### src/rtl/fp_add_normalize.sv
// Significand add/subtract and iterative one-bit normalizer for the FP adder.
// Optional special-value handling is enabled by defining FP_ADD_SPECIALS_EN.
package fp_pkg;
  localparam int EXPONENT_BITS = 8;
  localparam int FRACTION_BITS = 23;
  typedef struct packed {
    logic                     sign;
    logic [EXPONENT_BITS-1:0] exp;
    logic [FRACTION_BITS-1:0] frac;
  } float;
endpackage

module fp_add_normalize #(
  parameter int FRAC_W = fp_pkg::FRACTION_BITS
) (
  input  logic                                clk,
  input  logic                                rst_n,
  input  logic                                in_valid,
  output logic                                in_ready,
  input  logic [fp_pkg::EXPONENT_BITS+FRAC_W:0] bign,
  input  logic [fp_pkg::EXPONENT_BITS+FRAC_W:0] aligned,
  input  logic                                aligned_hid,
  output logic                                out_valid,
  input  logic                                out_ready,
  output logic [fp_pkg::EXPONENT_BITS+FRAC_W:0] result,
  output logic                                out_ovf,
  output logic [1:0]                          o_dbg_state
);

  localparam int EXP_W = fp_pkg::EXPONENT_BITS;
  localparam int SIG_W = FRAC_W + 1;
  localparam logic [EXP_W-1:0] EXP_ONES = '1;

  // Handshake: a transfer happens on a rising edge where valid && ready;
  // valid holds its payload stable until that edge.
  typedef enum logic [1:0] {
    IDLE = 2'd0,
    ADD  = 2'd1,
    NORM = 2'd2,
    DONE = 2'd3
  } state_t;

  state_t r_state;
  state_t w_next;

  logic             r_sign_b;
  logic             r_sign_a;
  logic [EXP_W-1:0] r_exp_in;
  logic [SIG_W-1:0] r_sb;
  logic [SIG_W-1:0] r_ss;
  logic             r_sign;
  logic [EXP_W-1:0] r_exp;
  logic [SIG_W-1:0] r_sig;
  logic             r_ovf;

  logic             w_same;
  logic             w_b_ge;
  logic [SIG_W:0]   w_sum;
  logic [EXP_W:0]   w_exp_inc;
  logic             w_add_sign;
  logic [EXP_W-1:0] w_add_exp;
  logic [SIG_W-1:0] w_add_sig;
  logic             w_add_ovf;
  logic             w_add_norm;
  logic [SIG_W-1:0] w_norm_sig;
  logic [EXP_W-1:0] w_norm_exp;

  always_comb begin
    w_same     = (r_sign_b == r_sign_a);
    w_b_ge     = (r_sb >= r_ss);
    w_exp_inc  = {1'b0, r_exp_in} + {{EXP_W{1'b0}}, 1'b1};
    if (w_same)      w_sum = {1'b0, r_sb} + {1'b0, r_ss};
    else if (w_b_ge) w_sum = {1'b0, r_sb} - {1'b0, r_ss};
    else             w_sum = {1'b0, r_ss} - {1'b0, r_sb};
    w_add_sign = (w_same || w_b_ge) ? r_sign_b : r_sign_a;
    w_add_exp  = r_exp_in;
    w_add_sig  = w_sum[SIG_W-1:0];
    w_add_ovf  = 1'b0;
    w_add_norm = 1'b0;

    if (w_sum == '0) begin
      w_add_sign = 1'b0;
      w_add_exp  = '0;
      w_add_sig  = '0;
    end else if (w_sum[SIG_W]) begin
      w_add_sig = w_sum[SIG_W:1];
      if (w_exp_inc >= {1'b0, EXP_ONES}) begin
        w_add_exp = EXP_ONES;
        w_add_sig = {1'b1, {FRAC_W{1'b0}}};
        w_add_ovf = 1'b1;
      end else begin
        w_add_exp = w_exp_inc[EXP_W-1:0];
      end
    end else if (!w_sum[FRAC_W]) begin
      if (r_exp_in > EXP_W'(1)) w_add_norm = 1'b1;
      else                      w_add_exp  = '0;
    end else if (r_exp_in == '0) begin
      // Two subnormals whose sum reaches the hidden bit become normal.
      w_add_exp = EXP_W'(1);
    end

`ifdef FP_ADD_SPECIALS_EN
    if (r_exp_in == EXP_ONES) begin
      w_add_exp  = EXP_ONES;
      w_add_ovf  = 1'b0;
      w_add_norm = 1'b0;
      if (r_sb[FRAC_W-1:0] != '0) begin
        w_add_sign = r_sign_b;
        w_add_sig  = {r_sb[FRAC_W], 1'b1, r_sb[FRAC_W-2:0]};
      end else if ((r_ss[FRAC_W-1:0] == '0) && (r_sign_a != r_sign_b)) begin
        w_add_sign = 1'b0;
        w_add_sig  = {1'b1, 1'b1, {(FRAC_W-1){1'b0}}};
      end else begin
        w_add_sign = r_sign_b;
        w_add_sig  = r_sb;
      end
    end
`endif
  end

  assign w_norm_sig = {r_sig[SIG_W-2:0], 1'b0};
  assign w_norm_exp = r_exp - EXP_W'(1);

  always_ff @(posedge clk or negedge rst_n) begin
    if (!rst_n) r_state <= IDLE;
    else        r_state <= w_next;
  end

  always_comb begin
    w_next = r_state;
    case (r_state)
      IDLE: if (in_valid) w_next = ADD;
      ADD:  w_next = w_add_norm ? NORM : DONE;
      NORM: if (w_norm_sig[FRAC_W] || (w_norm_exp == EXP_W'(1))) w_next = DONE;
      DONE: if (out_ready) w_next = IDLE;
      default: w_next = IDLE;
    endcase
  end

  always_ff @(posedge clk or negedge rst_n) begin
    if (!rst_n) begin
      r_sign_b <= 1'b0;
      r_sign_a <= 1'b0;
      r_exp_in <= '0;
      r_sb     <= '0;
      r_ss     <= '0;
      r_sign   <= 1'b0;
      r_exp    <= '0;
      r_sig    <= '0;
      r_ovf    <= 1'b0;
    end else begin
      case (r_state)
        IDLE: if (in_valid) begin
          r_sign_b <= bign[EXP_W+FRAC_W];
          r_exp_in <= bign[EXP_W+FRAC_W-1:FRAC_W];
          r_sb     <= {(bign[EXP_W+FRAC_W-1:FRAC_W] != '0), bign[FRAC_W-1:0]};
          r_sign_a <= aligned[EXP_W+FRAC_W];
          r_ss     <= {aligned_hid, aligned[FRAC_W-1:0]};
        end
        ADD: begin
          r_sign <= w_add_sign;
          r_exp  <= w_add_exp;
          r_sig  <= w_add_sig;
          r_ovf  <= w_add_ovf;
        end
        NORM: begin
          r_sig <= w_norm_sig;
          // Reaching exp 1 without a hidden bit leaves a subnormal encoding.
          r_exp <= (!w_norm_sig[FRAC_W] && (w_norm_exp == EXP_W'(1))) ? '0 : w_norm_exp;
        end
        default: ;
      endcase
    end
  end

  assign in_ready    = (r_state == IDLE);
  assign out_valid   = (r_state == DONE);
  assign result      = {r_sign, r_exp, r_sig[FRAC_W-1:0]};
  assign out_ovf     = r_ovf;
  assign o_dbg_state = r_state;

endmodule
### config.mk
export PLATFORM = sky130hd
export DESIGN_NAME = fp_add_normalize
export DESIGN_NICKNAME = d
export VERILOG_FILES = /design/src/rtl/fp_add_normalize.sv
export SDC_FILE = /design/constraint.sdc
export NUM_CORES = 1
export LEC_CHECK = 0
export ABC_AREA = 1
export CORE_MARGIN = 4
export CORE_UTILIZATION = 35
export CTS_CLUSTER_SIZE = 12
export DETAILED_ROUTE_END_ITERATION = 8
export PLACE_DENSITY = 0.59
export SETUP_SLACK_MARGIN = 0.1
export SYNTH_ARGS = -nofsm -noshare
export SYNTH_HDL_FRONTEND = slang
export SYNTH_SLANG_ARGS = --single-unit
### constraint.sdc
create_clock -name clk -period 4.3 [get_ports clk]
set_input_delay 1.29 -clock clk [delete_from_list [all_inputs] [get_ports clk]]
set_output_delay 1.29 -clock clk [all_outputs]
set_load 0.01 [all_outputs]
Word level (Yosys, flattened, before mapping)
Index checks and enable logic that the tools add are counted.
{ "totals": {"reg_bits": 93, "in_bits": 69} }
{ "classes": {"add_sub_neg": 5, "magnitude_cmp": 3, "n_eq_ne": 8, "n_mux": 28, "reduce_logical": 11} }
{ "op_table": {"columns": ["operator", "count"], "rows": [
  ["$mux W23", 3],
  ["$mux W8", 7],
  ["$mux W25", 2],
  ["$sub A24 B24 Y25", 2],
  ["$pmux W23 S2", 1],
  ["$add A24 B24 Y25", 1],
  ["$logic_not A25 Y1", 1],
  ["$ge A24 B24 Y1", 1],
  ["$pmux W8 S2", 1],
  ["$mux W1", 10],
  ["$add A8 B1 Y9 const B", 1],
  ["$ge A9 B8 Y1 const B", 1],
  ["$eq A8 B1 Y1 const B", 1],
  ["$gt A8 B1 Y1 const B", 1],
  ["$logic_not A8 Y1", 1],
  ["$pmux W2 S4", 1],
  ["$reduce_bool A8 Y1", 1],
  ["$sub A8 B1 Y8 const B", 1],
  ["$mux W2", 3],
  ["$eq A2 B2 Y1 const B", 2],
  ["$ne A2 B2 Y1 const B", 2],
  ["$reduce_and A3 Y1", 1],
  ["$eq A2 B1 Y1 const B", 1],
  ["$logic_not A2 Y1", 1],
  ["other kinds (7)", 8]
]} }

Longest topological paths before layout
{ "logic_depth": {"ltp_word": 8, "depth_mapped": 25, "depth_no_buf": 24} }

Worst setup path before layout
Ideal clock, no wire load.
{ "synth_timing": {"path_type": "register to register", "from": "register r_sb[0]", "to": "register r_exp[0]", "arrival_ps": 2530, "required_ps": 4162, "slack_ps": 1631, "stages_incl_launch_ff": 22, "n_path_buf": 1, "path_cell_list": "dfrtp_1 -> inv_1 -> ha_1 -> inv_1 -> fa_1 -> nand3_1 -> nand3_1 -> nand2_1 -> nand3_1 -> nand2_1 -> nand2_1 -> nor2_1 -> nand2_1 -> nand3_1 -> nand2_1 -> inv_2 -> nand2_1 -> buf_2 -> o21ai_0 -> a21oi_1 -> nand2_1 -> a22oi_1"} }
{ "synth_between": {"elab_chain_len": 7} }
{ "synth_rtl": {"columns": ["element", "line_no", "text"], "rows": [
  ["start, declared", "49", "logic [SIG_W-1:0] r_sb;"],
  ["start signal, assigned", "156", "r_sb <= {(bign[EXP_W+FRAC_W-1:FRAC_W] != '0), bign[FRAC_W-1:0]};"],
  ["$sub A24 B24 Y25 (tied with other cells)", "74", "else w_sum = {1'b0, r_ss} - {1'b0, r_sb};"],
  ["$mux W25", "73", "else if (w_b_ge) w_sum = {1'b0, r_sb} - {1'b0, r_ss};"],
  ["$mux W25 *", "72", "if (w_same) w_sum = {1'b0, r_sb} + {1'b0, r_ss};"],
  ["parallel branches: the longest is 2 deep, another holds $logic_not A25 Y1", null, null],
  ["$mux W8 *", "81", "if (w_sum == '0) begin"],
  ["$pmux W8 S2 *", "152", "case (r_state)"],
  ["end signal, assigned", "162", "r_exp <= w_add_exp;"],
  ["end signal, assigned", "169", "r_exp <= (!w_norm_sig[FRAC_W] && (w_norm_exp == EXP_W'(1))) ? '0 : w_norm_exp;"],
  ["end, declared", "52", "logic [EXP_W-1:0] r_exp;"]
]} }
Every way passes the cells marked *.
A chain may end at the register's enable or synchronous reset.

Worst setup path in the final report
{ "layout_timing": {"from": "register r_sb[22]", "to": "register r_state[0], in the netlist o_dbg_state[0]"} }
{ "layout_between": {"elab_chain_len": 8} }
{ "layout_rtl": {"columns": ["element", "line_no", "text"], "rows": [
  ["$sub A24 B24 Y25 (tied with other cells)", "74", null],
  ["$mux W25", "73", null],
  ["$mux W25 *", "72", null],
  ["parallel branches: the longest is 2 deep, another holds $logic_not A25 Y1", null, null],
  ["$mux W1 *", "81", null],
  ["$mux W1 *", "133", "ADD: w_next = w_add_norm ? NORM : DONE;"],
  ["$pmux W2 S4 *", "131", "case (r_state)"],
  ["end signal, assigned", "126", "else r_state <= w_next;"],
  ["end, declared", "43", "state_t r_state;"]
]} }
Marked as above.

==> out/qor.csv <==
metric,value,unit
fp.dieW,179.7,um
vias_per_cell,4.972,
drc,0,
finalMaxSlewViolations,0,
cts.root.buffer_cell,clkbuf_16,
drv_cap,0,
antenna_found_initial,0,
status,"complete, no violations",
cts_buffer_depth,2,
r2r_setup_slack,0.67,ns
synth_top_area_cell,dfrtp_1,
cts_buffers,9,
insertedDiodeCount,0,
rr_endpoint,o_dbg_state[0]$_DFFE_PN0P_,
synth_area_leaders,"dfrtp_1, nand2_1, ha_1, inv_1, nand3_1",
synth-seq-area-share,0.2256,
hpwl,27280,um
fill_cells,3162,
min_period,3.630,ns
cp-end-kind,flop,
routedWlPerCell,15.59,um
grt_use_total,0.2024,
min_path_type,reg -> reg,
cp_common_cell,nand2_1,
path_clk_slew,0.08,ns
grt_pass1_vias,10130,
synth_most_common_cell,nand2_1,
max_stage_delay,0.49,ns
cts_setup_buffers,0,
fin_hold_ws,0.5355,ns
synth_seq_cells,93,
multiInputGateArea,0.006636,mm^2
clock_latency,0.36,ns
drt-total-wl,33400,um
ant_nets,0,
yosys_warnings,0,
portBuffers,97,
reg2reg_depth,18,
core,0.02886,mm^2
die_y,179.7,um
grt_max_degree,58,
h-tree-depth,3,
fin_skew,0.009511,ns
cts_tree,built,
path_cells,inv_1 > ha_1 > nand2_1 > nand2_1 > a21oi_1 > nand2_1 > nor2_2 > nand3_4 > buf_4 > nand2_1 > nand3_1 > nand2_1 > inv_2 > buf_4 > nor4_1 > nand2_2 > nand2_1 > a21oi_2,
postSynthCellCount,1680,
clkSinkCount,93,
min_to,r_sig[18]$_DFFE_PN0P_,
cts_resized,0,
final-seq-area,0.002327,mm^2
fmax,0.2755,GHz
crit_family,simple AND/OR/NAND/NOR gates,
r2r_start,r_sb[22]$_DFFE_PN0P_,
synth_top_area_frac,0.2256,
rsz0062_at_grt,false,
crit_slowest_cell,ha_1,
setup_viol,0,
path_buf_inv,4,
drive_above_1_share,0.05688,
slew_headroom,0.5137,
grt_first_pass_wirelength,53140,um
critical_path_class,reg -> reg,
whs_path_depth,2,
tightest_slew,0.7287,ns
gr-total-overflow,0,
syn_avg_cell_area,6.141,um^2
dieArea,0.03229,mm^2
critical_path_required,4.56,ns
dr.first_iter.drc_count,673,
gp_congestion,0.9367,
fin_crit_sh,0.8443,
arrival,3.89,ns
start_util,0.3575,
final_nets,1909,
synth_common_cells,"nand2_1, inv_1, nand3_1",
fin_tns_setup,0,ns
worstHoldStart,r_sig[18]$_DFFE_PN0P_,
synth_edf_count,0,
ctsHoldBuffers,0,
synth.distinct_cells,47,
area_delta_synth_final,15.38,%
async_flop_share,1.000,
critPathLaunchType,flop,
synth_nets,1836,
syn_area,0.01032,mm^2
path_max_fanout,14,
dr.pass1.iters,7,
finalHoldViolations,0,
vias,10650,
synth_ff_type,dfrtp_1,
rows,62,
num_io_pins,106,
==> cells by family after synthesis <==
kind of cell,share of synthesized area
and+or+nand+nor,0.3762
AOI/OAI and AO/OA,0.1339
DFF,0.2256
xor gates and xnor gates,0.02547
buffers and inverters,0.1312
adders and majority gates,0.1077
==> layout make-up <==
cell class	count	area share
repair buffers	120	0.09691
flip-flops and latches	93	0.1955
inverters	267	0.08461
well taps	384	0.04036
clock buffers	10	0.01923
multi-input cells	1262	0.5575
clock inverters	6	0.005886
==> state kept, by name, indices dropped and copies added (netlist names) <==
signal / flops
o_dbg_state: 2
out_ovf: 1
r_exp: 8
r_exp_in: 8
r_sb: 24
r_sig: 23
r_sign: 1
r_sign_a: 1
r_sign_b: 1
r_ss: 24
==> how the worst max path moves through the flow <==
stage                                    start                          to  slack (ns)  cells past startpoint
after floorplan            r_sb[0]$_DFFE_PN0P_        r_exp[0]$_DFFE_PN0P_        1.63                     21
after global placement    r_sb[22]$_DFFE_PN0P_  o_dbg_state[0]$_DFFE_PN0P_        0.64                     18
after detailed placement  r_sb[22]$_DFFE_PN0P_        r_exp[6]$_DFFE_PN0P_        0.68                     19
after CTS                 r_sb[22]$_DFFE_PN0P_        r_exp[6]$_DFFE_PN0P_        0.66                     18
after global routing      r_sb[22]$_DFFE_PN0P_        r_exp[6]$_DFFE_PN0P_        0.36                     21
final                     r_sb[22]$_DFFE_PN0P_  o_dbg_state[0]$_DFFE_PN0P_        0.67                     18
==> worst min-delay path: cells and delay by family (launching register included) <==
kind             cells  cell delay (ns)
flip-flops           1             0.38
AND/OR/NAND/NOR      2             0.13
==> cells in the final DEF, fill, tap and decap left out, types with 24 or more instances in the layout <==
master	n
xor2_1	24
ha_1	84
nor2_1	115
nand4_1	29
nand3_1	123
clkdlybuf4s50_1	96
nand2_1	572
inv_1	255
dfrtp_1	93
a21oi_1	76
o21ai_0	94
==> per-stage QoR <==
step                      instances  area (um^2)  setup slack [ns]  utilization
after detailed placement       2126        11600            0.6815       0.4021
after floorplan                1680        10320             1.631            -
after global routing           2142        11900            0.3587       0.4125
after global placement         2126        11600            0.6380       0.4021
final                          2142        11900            0.6696       0.4125
after CTS                      2142        11900            0.6640       0.4125
==> metal layers <==
metal / track usage / wire length [um] / up-vias / share of wire
met4: 0.06370 / 943 / 0 / 0.028
met3: 0.02203 / 1720 / 53 / 0.051
met5: 0 / 0 / - / 0
met2: 0.3374 / 15300 / 317 / 0.46
li1: - / - / 5437 / -
met1: 0.2761 / 15440 / 4842 / 0.46
Power is left out: the tool's default activity adds up to more than one toggle a clock period on the data nets, which glitch-free logic cannot reach.
